## config.mk

```make
export PLATFORM = sky130hd
export DESIGN_NAME = fifo_read_sequencer
export DESIGN_NICKNAME = d
export VERILOG_FILES = /design/src/rtl/fifo_read_sequencer_pkg.sv /design/src/rtl/fifo_read_sequencer_skid_buf.sv /design/src/rtl/fifo_read_sequencer.sv
export SDC_FILE = /design/constraint.sdc
export NUM_CORES = 1
export LEC_CHECK = 0
export BUFFER_PORTS_ARGS = -buffer_cell sky130_fd_sc_hd__buf_4
export CAP_MARGIN = 15
export CORE_ASPECT_RATIO = 0.6
export CORE_UTILIZATION = 55
export CTS_BUF_LIST = sky130_fd_sc_hd__clkbuf_4 sky130_fd_sc_hd__clkbuf_8 sky130_fd_sc_hd__clkbuf_16
export CTS_CLUSTER_SIZE = 14
export DETAILED_ROUTE_END_ITERATION = 7
export MAX_ROUTING_LAYER = met4
export PLACE_DENSITY = 0.75
export SLEW_MARGIN = 20
export SYNTH_ARGS = -nofsm -noshare
export SYNTH_HDL_FRONTEND = slang
export SYNTH_SLANG_ARGS = --single-unit
export TNS_END_PERCENT = 50
```

## constraint.sdc

```tcl
create_clock -name rclk -period 3.4 [get_ports rclk]
set_input_delay 0.51 -clock rclk [delete_from_list [all_inputs] [get_ports rclk]]
set_output_delay 0.51 -clock rclk [all_outputs]
set_load 0.005 [all_outputs]
```

## src/rtl/fifo_read_sequencer_pkg.sv

```systemverilog
// Shared definitions for the FIFO read-side sequencer: state encoding and default widths.
package fifo_read_sequencer_pkg;

  localparam int DEF_DSIZE = 8;
  localparam int DEF_LENW  = 8;

  typedef enum logic [1:0] {
    ST_IDLE  = 2'd0,
    ST_RUN   = 2'd1,
    ST_FLUSH = 2'd2
  } seq_state_e;

endpackage

```

## src/rtl/fifo_read_sequencer_skid_buf.sv

```systemverilog
// Two-entry order-preserving buffer between the FIFO head and the output stream.
module fifo_read_sequencer_skid_buf
  import fifo_read_sequencer_pkg::*;
#(
  parameter int DSIZE = DEF_DSIZE
) (
  input  logic             clk,
  input  logic             rst,
  input  logic             clear,
  input  logic             push,
  input  logic             pop,
  input  logic [DSIZE-1:0] din,
  output logic [DSIZE-1:0] dout,
  output logic [1:0]       cnt
);

  logic [DSIZE-1:0] mem_q [2];
  logic [DSIZE-1:0] mem_d [2];
  logic             wr_ptr_q, wr_ptr_d;
  logic             rd_ptr_q, rd_ptr_d;
  logic [1:0]       cnt_q, cnt_d;
  logic             pop_ok, push_ok;

  // Guards keep the count legal even if a caller misbehaves.
  assign pop_ok  = pop & (cnt_q != 2'd0);
  assign push_ok = push & ((cnt_q != 2'd2) | pop_ok);

  always_comb begin
    mem_d    = mem_q;
    wr_ptr_d = wr_ptr_q;
    rd_ptr_d = rd_ptr_q;
    cnt_d    = cnt_q;
    if (clear) begin
      wr_ptr_d = 1'b0;
      rd_ptr_d = 1'b0;
      cnt_d    = 2'd0;
    end else begin
      if (push_ok) begin
        mem_d[wr_ptr_q] = din;
        wr_ptr_d        = ~wr_ptr_q;
      end
      if (pop_ok) begin
        rd_ptr_d = ~rd_ptr_q;
      end
      case ({push_ok, pop_ok})
        2'b10:   cnt_d = cnt_q + 2'd1;
        2'b01:   cnt_d = cnt_q - 2'd1;
        default: cnt_d = cnt_q;
      endcase
    end
  end

  always_ff @(posedge clk or posedge rst) begin
    if (rst) begin
      mem_q    <= '{default: '0};
      wr_ptr_q <= 1'b0;
      rd_ptr_q <= 1'b0;
      cnt_q    <= 2'd0;
    end else begin
      mem_q    <= mem_d;
      wr_ptr_q <= wr_ptr_d;
      rd_ptr_q <= rd_ptr_d;
      cnt_q    <= cnt_d;
    end
  end

  assign dout = mem_q[rd_ptr_q];
  assign cnt  = cnt_q;

endmodule

```

## src/rtl/fifo_read_sequencer.sv

```systemverilog
// Read-domain sequencer: pops the async FIFO, buffers two words and emits a framed
// valid/ready byte stream with enable/flush control.
module fifo_read_sequencer
  import fifo_read_sequencer_pkg::*;
#(
  parameter int DSIZE = DEF_DSIZE,
  parameter int LENW  = DEF_LENW
) (
  input  logic             rclk,
  input  logic             rrst,
  input  logic             rempty,
  input  logic [DSIZE-1:0] rdata,
  output logic             rinc,
  input  logic             enable,
  input  logic             flush,
  input  logic [LENW-1:0]  frame_len,
  output logic [DSIZE-1:0] m_data,
  output logic             m_valid,
  input  logic             m_ready,
  output logic             m_last,
  output logic [LENW-1:0]  frame_cnt,
  output logic             busy,
  output logic [1:0]       dbg_state
);

  // Stream handshake: a beat transfers on every rclk edge where m_valid & m_ready;
  // m_valid never drops and m_data never changes until that beat is accepted.

  seq_state_e      state_q, state_d;
  logic [LENW-1:0] frame_cnt_q, frame_cnt_d;
  logic [LENW-1:0] len_q, len_d;
  logic [LENW-1:0] eff_len, last_idx;
  logic [1:0]      buf_cnt;
  logic            accept, buf_push, buf_pop;

  fifo_read_sequencer_skid_buf #(.DSIZE(DSIZE)) u_buf (
    .clk   (rclk),
    .rst   (rrst),
    .clear (flush),
    .push  (buf_push),
    .pop   (buf_pop),
    .din   (rdata),
    .dout  (m_data),
    .cnt   (buf_cnt)
  );

  assign m_valid = (buf_cnt != 2'd0);
  assign accept  = m_valid & m_ready;

  always_comb begin
    state_d = state_q;
    if (flush) begin
      state_d = ST_FLUSH;
    end else begin
      case (state_q)
        ST_IDLE:  if (enable) state_d = ST_RUN;
        ST_RUN:   if (!enable) state_d = ST_IDLE;
        ST_FLUSH: if (rempty) state_d = ST_IDLE;
        default:  state_d = ST_IDLE;
      endcase
    end
  end

  // In FLUSH the popped words are dropped; only RUN pops land in the buffer.
  always_comb begin
    rinc = 1'b0;
    case (state_q)
      ST_RUN:   rinc = !rempty & ((buf_cnt != 2'd2) | accept);
      ST_FLUSH: rinc = !rempty;
      default:  rinc = 1'b0;
    endcase
  end

  assign buf_push = rinc & (state_q == ST_RUN) & !flush;
  assign buf_pop  = accept & !flush;

  // Length is live from frame_len until the first beat is taken, then held.
  assign eff_len  = (frame_cnt_q == '0) ? frame_len : len_q;
  assign last_idx = eff_len - LENW'(1);
  assign m_last   = m_valid & (frame_cnt_q == last_idx);

  always_comb begin
    frame_cnt_d = frame_cnt_q;
    len_d       = len_q;
    if (flush) begin
      frame_cnt_d = '0;
    end else if (accept) begin
      if (frame_cnt_q == '0) len_d = frame_len;
      frame_cnt_d = m_last ? '0 : frame_cnt_q + LENW'(1);
    end
  end

  always_ff @(posedge rclk or posedge rrst) begin
    if (rrst) begin
      state_q     <= ST_IDLE;
      frame_cnt_q <= '0;
      len_q       <= '0;
    end else begin
      state_q     <= state_d;
      frame_cnt_q <= frame_cnt_d;
      len_q       <= len_d;
    end
  end

  assign frame_cnt = frame_cnt_q;
  assign busy      = ((state_q == ST_RUN) & m_valid) | (state_q == ST_FLUSH);
  assign dbg_state = state_q;

endmodule

```

Word-level counts from Yosys, hierarchy flattened
Cells that the tools add are included.
{"block": "classes", "n_bitwise": 17, "n_reduce_logical": 13, "order_cmp": 3, "n_addsub": 4, "mux": 22, "eq_ne": 9}
{"op": "2-to-1 mux 8 bit", "count": 8}
{"op": "bitwise mux 16 bit", "count": 1}
{"op": "2-to-1 mux 2 bit", "count": 5}
{"op": "AND 1 bit", "count": 9}
{"op": "inequality test 3 bit (second input constant)", "count": 3}
{"op": "adder 8 x 1 -> 8 bit (second input constant)", "count": 1}
{"op": "demux 8 bit (select 1 bit)", "count": 1}
{"op": "equality test 8 bit", "count": 1}
{"op": "logical NOT 8 bit", "count": 1}
{"op": "nonzero test 2 bit", "count": 4}
{"op": "subtractor 8 x 1 -> 8 bit (second input constant)", "count": 1}
{"op": "case mux 2 bit (3 select lines)", "count": 1}
{"op": "equality test 2 x 1 -> 1 bit (second input constant)", "count": 2}
{"op": "equality test 2 bit (second input constant)", "count": 2}
{"op": "greater-or-equal comparator 2 bit (second input constant)", "count": 2}
{"op": "2-to-1 mux 1 bit", "count": 4}
{"op": "inverter 1 -> 2 bit", "count": 2}
{"op": "case mux 2 bit (2 select lines)", "count": 1}
{"op": "AND reduction 2 bit", "count": 2}
{"op": "inverter 1 bit", "count": 3}
{"op": "OR 1 bit", "count": 3}
{"op": "AND reduction 3 bit", "count": 1}
{"op": "nonzero test 3 bit", "count": 1}
{"op": "adder 2 x 1 -> 2 bit (second input constant)", "count": 1}
{"op": "7 further kinds", "count": 8}
{"block": "word_totals", "out_inout_bits": 22, "regBits": 38, "elab_cells": 76, "in_bits": 22}

Longest topological paths before layout
{"block": "depth", "depth_word": 11, "ltp_mapped": 13, "ltp_nobuf": 12}

Hierarchy
Synthesis repeated with hierarchy kept, for this count alone.
{"block": "hier_totals", "hier_cells": 242, "hier_area_um2": 2477.4}
{"mod": "fifo_read_sequencer", "n_inst": 1, "area_each_um2": 1527.7, "cells_per_inst": 174, "seq_area_each_um2": 450.4}
{"mod": "fifo_read_sequencer_skid_buf", "n_inst": 1, "area_each_um2": 949.7, "cells_per_inst": 68, "seq_area_each_um2": 500.5}

Worst setup path before layout
No wires, ideal clock.
{"block": "synth_path", "kind": "register to output", "start": "register frame_cnt_q[0] (netlist: frame_cnt[0])", "end": "output port m_last", "path_stages_with_launch": 12, "path_slack_ns": 0.180, "path_buffers": 1, "t_arrival_ns": 2.710, "required_ns": 2.890, "cell_sequence": "dfrtp_1 -> inv_1 -> ha_1 -> nor4b_4 -> and2_1 -> buf_4 -> mux2i_1 -> ha_1 -> a21oi_1 -> o31ai_1 -> or4_4 -> nor4_4"}
{"block": "synth_between", "elab_chain_len": 5}
{"element": "start, declared", "line": "fifo_read_sequencer.sv:30", "rtl": "logic [LENW-1:0] frame_cnt_q, frame_cnt_d;"}
{"element": "start signal, assigned", "line": "fifo_read_sequencer.sv:100", "rtl": "frame_cnt_q <= frame_cnt_d;"}
{"element": "logical NOT 8 bit", "line": "fifo_read_sequencer.sv:78", "rtl": "assign eff_len = (frame_cnt_q == '0) ? frame_len : len_q;"}
{"element": "2-to-1 mux 8 bit"}
{"element": "subtractor 8 x 1 -> 8 bit", "line": "fifo_read_sequencer.sv:79", "rtl": "assign last_idx = eff_len - LENW'(1);"}
{"element": "equality test 8 bit (*)", "line": "fifo_read_sequencer.sv:80", "rtl": "assign m_last = m_valid & (frame_cnt_q == last_idx);"}
{"element": "AND 1 bit (*)", "line": "fifo_read_sequencer.sv:80"}
{"element": "end, declared", "line": "fifo_read_sequencer.sv:20", "rtl": "output logic m_last,"}
Mark *: on every way between the ends. The rest lies on a longest branch, timed or not.

Final worst setup path
{"block": "layout_path", "start": "register frame_cnt_q[1] (netlist: frame_cnt[1])", "end": "output port m_last"}
The elaborated chain is that of the path after synthesis.

==> flow_metrics.tcl <==
set metrics [dict create \
    r2r-start "frame_cnt[1]" \
    timing.final.ws_setup_ns -0.184 \
    cp_max_fo 4 \
    cap_viol_max_count 0 \
    synthesis.area_um2 2300 \
    grt_pass1_vias 1798 \
    synthDistinctLibCells 44 \
    syn_inst 226 \
    die_h_um 52.1 \
    design_area_um2 2980 \
    status "finished with violations" \
    max_freq_ghz 0.279 \
    worstPathArrival_ns 3.07 \
    violations "setup timing" \
    grt_usage_pct 29.4 \
    fin_nets 315 \
    rsz0062_at_grt "true" \
    portBuffers 43 \
    grt_pass1_wl_um 9350 \
    critPathCaptureType "output pin" \
    crit_required_ns 2.89 \
    diodes 0 \
    seq_area_frac_synth_pct 41.3 \
    drt_iter0_drc 150 \
    synth_edf_count 0 \
    swShare_pct 29.0 \
    fin_skew_ns 0.00875 \
    synthSimpleGateAreaFrac_pct 18.8 \
    vias_per_cell 5.97 \
    synth.avg_cell_area_um2 10.2 \
    startpoint "frame_cnt[1]" \
    initial_core_util_pct 60.2 \
    p_leak_nw 1.45 \
    grt-ovfl-total 0 \
    synth_area_leaders "dfrtp_1 41%, mux2_2 14%, xnor2_1 3.4%" \
    drive_gt1_share_pct 40.3 \
    antenna_found_initial 0 \
    clock-sinks 38 \
    yosys_warnings 0 \
    crit_path_start_kind "flop" \
    drt_pre_antenna_iters 5 \
    muxShareOfSynthArea_pct 15.9 \
    io_pins 44 \
    ir_drop_uv 317 \
    combPwrFrac_pct 24.2 \
    insertion_delay_ns 0.30 \
    tritoncts "yes" \
    final_util_pct 77.7 \
    async_flop_share_pct 100 \
    synth_seq_cells 38 \
    synth_top_area_share_pct 41.3 \
    timing.final.hold_violations 0 \
    ant_nets 0 \
    htree_levels 2 \
    synthXorXnorAreaFrac_pct 5.32 \
    vias 2000 \
    synth_top_family_by_area "simple AND/OR/NAND/NOR gates" \
    syn_nets 254 \
    avgRoutedWirePerCell_um 17.4 \
    p_sw_mw 0.408 \
    dp_slack_ns 0.116 \
    synth_compound_area_share_pct 12.4 \
    drcViolationCount 0 \
    crit_path_cell_trace "inv_2 -> ha_4 -> nor4b_4 -> and3_4 -> a21oi_2 -> ha_2 -> buf_4 -> a211oi_1 -> nor3_1 -> or4_4 -> nor4_4 -> buf_4" \
    slowest_stage "or4_4" \
    die_x_um 85.6 \
    syn2layout_area_growth_pct 29.1 \
    min_period_ns 3.58 \
    grt_max_degree 24 \
    crit_top_cell "buf_4" \
    fillers 253 \
    hp-class "in -> async" \
    cts-buffers-inserted 5 \
    clk_pin_slew_ns 0.08 \
    p_seq_share_pct 43.0 \
    setup_violations 1 \
    slowest_delay_ns 0.52 \
    core_um2 3830 \
    tightest_slew_ns 0.737 \
    routed_wl_um 5830 \
    slew_violations 0 \
    clock_path_buffers 2 \
    dp_hpwl_um 4280 \
    die_area_um2 4460 \
    detailed_place.area_um2 2750 \
    place_congestion 0.971 \
    slew_headroom_pct 50.9 \
    synthAdderAreaFrac_pct 3.26 \
    clockRootBuffer "clkbuf_8" \
    synth_top_flop_cell "dfrtp_1" \
    p_clk_share_pct 32.8 \
    rows 17 \
    period_share_pct 105 \
    power.density_nw_per_um2 473 \
    synth.largest_area_cell "dfrtp_1" \
    worstSetupPathType "reg -> out" \
    cell_internal_pwr_mw 0.998 \
]
## what timing repair did
item	in CTS	in global routing
cloned	0	0
setup buffers	2	3
pin swaps	5	4
setup endpoints to repair	1	7
hold buffers	0	0
gates resized for setup	6	8
## placed cells by master (no fill, tap or decap), types with 5 or more instances in the layout
cell and instances:
a2111oi_0 5, clkbuf_8 5, nor3_1 9, mux2_2 28, dfrtp_1 38, xor2_1 5
and3_1 8, o21ai_0 9, nor2_1 16, inv_1 6, xnor2_1 9, nand3_1 6
a21oi_1 11, buf_4 61, nand2_1 10
## per-stage QoR
stage	setup TNS, ns	cells	total power [mW]	hold WS [ns]
2_1_floorplan	0	226	0.788	0.474
3_3_place_gp	0	322	0.921	0.485
3_5_place_dp	0	322	0.926	0.491
4_1_cts	-0.189	332	1.39	0.305
5_1_grt	-0.318	335	1.48	0.340
6_report	-0.184	335	1.41	0.275
## final timing paths
kind / to / slack (ns) / depth (start not counted)
worst min-delay path: u_buf.mem_q[15] / 0.28 / 2
worst max register to register: frame_cnt[7] / 0.20 / 14
worst max-delay path: m_last / -0.18 / 12
worst min register to register: u_buf.mem_q[13] / 0.51 / 1
min in group rclk: u_buf.mem_q[5] / 0.45 / 2
max in group asynchronous: dbg_state[1] / 2.41 / 3
## kinds of logic after synthesis
| group | count (synthesis) |
|---|---|
| simple gates | 75 |
| fa+ha+maj | 6 |
| xor+xnor | 14 |
| mux | 33 |
| flops | 38 |
| compound gates | 44 |
| buf+inv | 16 |
## registers in the layout, indices dropped and copies added (netlist names)
name,flops
len_q,8
u_buf.mem_q,16
frame_cnt,8
u_buf.wr_ptr_q,1
u_buf.rd_ptr_q,1
u_buf.cnt,2
dbg_state,2
## critical path, delay by kind of cell (launching register included)
kind            cells  cell delay, ns
buf+inv             3            0.41
compound gates      2            0.24
fa+ha+maj           2            0.35
simple gates        5            1.38
flops               1            0.40
## Yosys cell counts (2+ instances only)
| master | count |
|---|---|
| mux2_2 | 28 |
| inv_1 | 8 |
| nand2_1 | 10 |
| nand3_1 | 6 |
| nor4_1 | 3 |
| xnor2_1 | 9 |
| a21oi_1 | 13 |
| a211oi_1 | 3 |
| o21ai_0 | 9 |
| dfrtp_1 | 38 |
| ha_1 | 6 |
| clkbuf_1 | 6 |
| nand2b_1 | 3 |
| nor3_1 | 9 |
| nor3_2 | 2 |
| a21o_1 | 3 |
| or3_1 | 3 |
| nor2_1 | 16 |
| and3_1 | 9 |
| a2111oi_0 | 6 |
| or2_2 | 2 |
| nor2b_1 | 4 |
| xor2_1 | 5 |
| mux2i_1 | 5 |
## power groups by stage
| stage | sequential (mW) | combinational [mW] | clock [mW] |
|---|---|---|---|
| floorplan | 0.578 | 0.210 | 0 |
| global placement | 0.601 | 0.319 | 0 |
| detailed placement | 0.603 | 0.323 | 0 |
| CTS | 0.596 | 0.331 | 0.463 |
| global route | 0.616 | 0.372 | 0.488 |
| finish | 0.604 | 0.341 | 0.461 |
## per-layer routing
metal  global-route usage [%]  part of all wire [%]  vias up  wire, µm
li1                         -                     -      947         -
met4                     6.67                   1.0        0        58
met1                     44.9                    50      934      2940
met2                     36.1                    38      111      2220
met3                     10.3                    10        8       602
met5                        -                     0        -         0
## final cells by class
cell class	instances	area (µm²)	share of cell area, %
inverter	8	30.0	1.01
sequential	38	951	32.0
timing repair buffer	62	469	15.8
tap	47	58.8	1.98
clock inverter	3	68.8	2.31
clock buffer	5	68.8	2.31
multi-input combinational	172	1330	44.7
(Power assumes the default switching activity.)
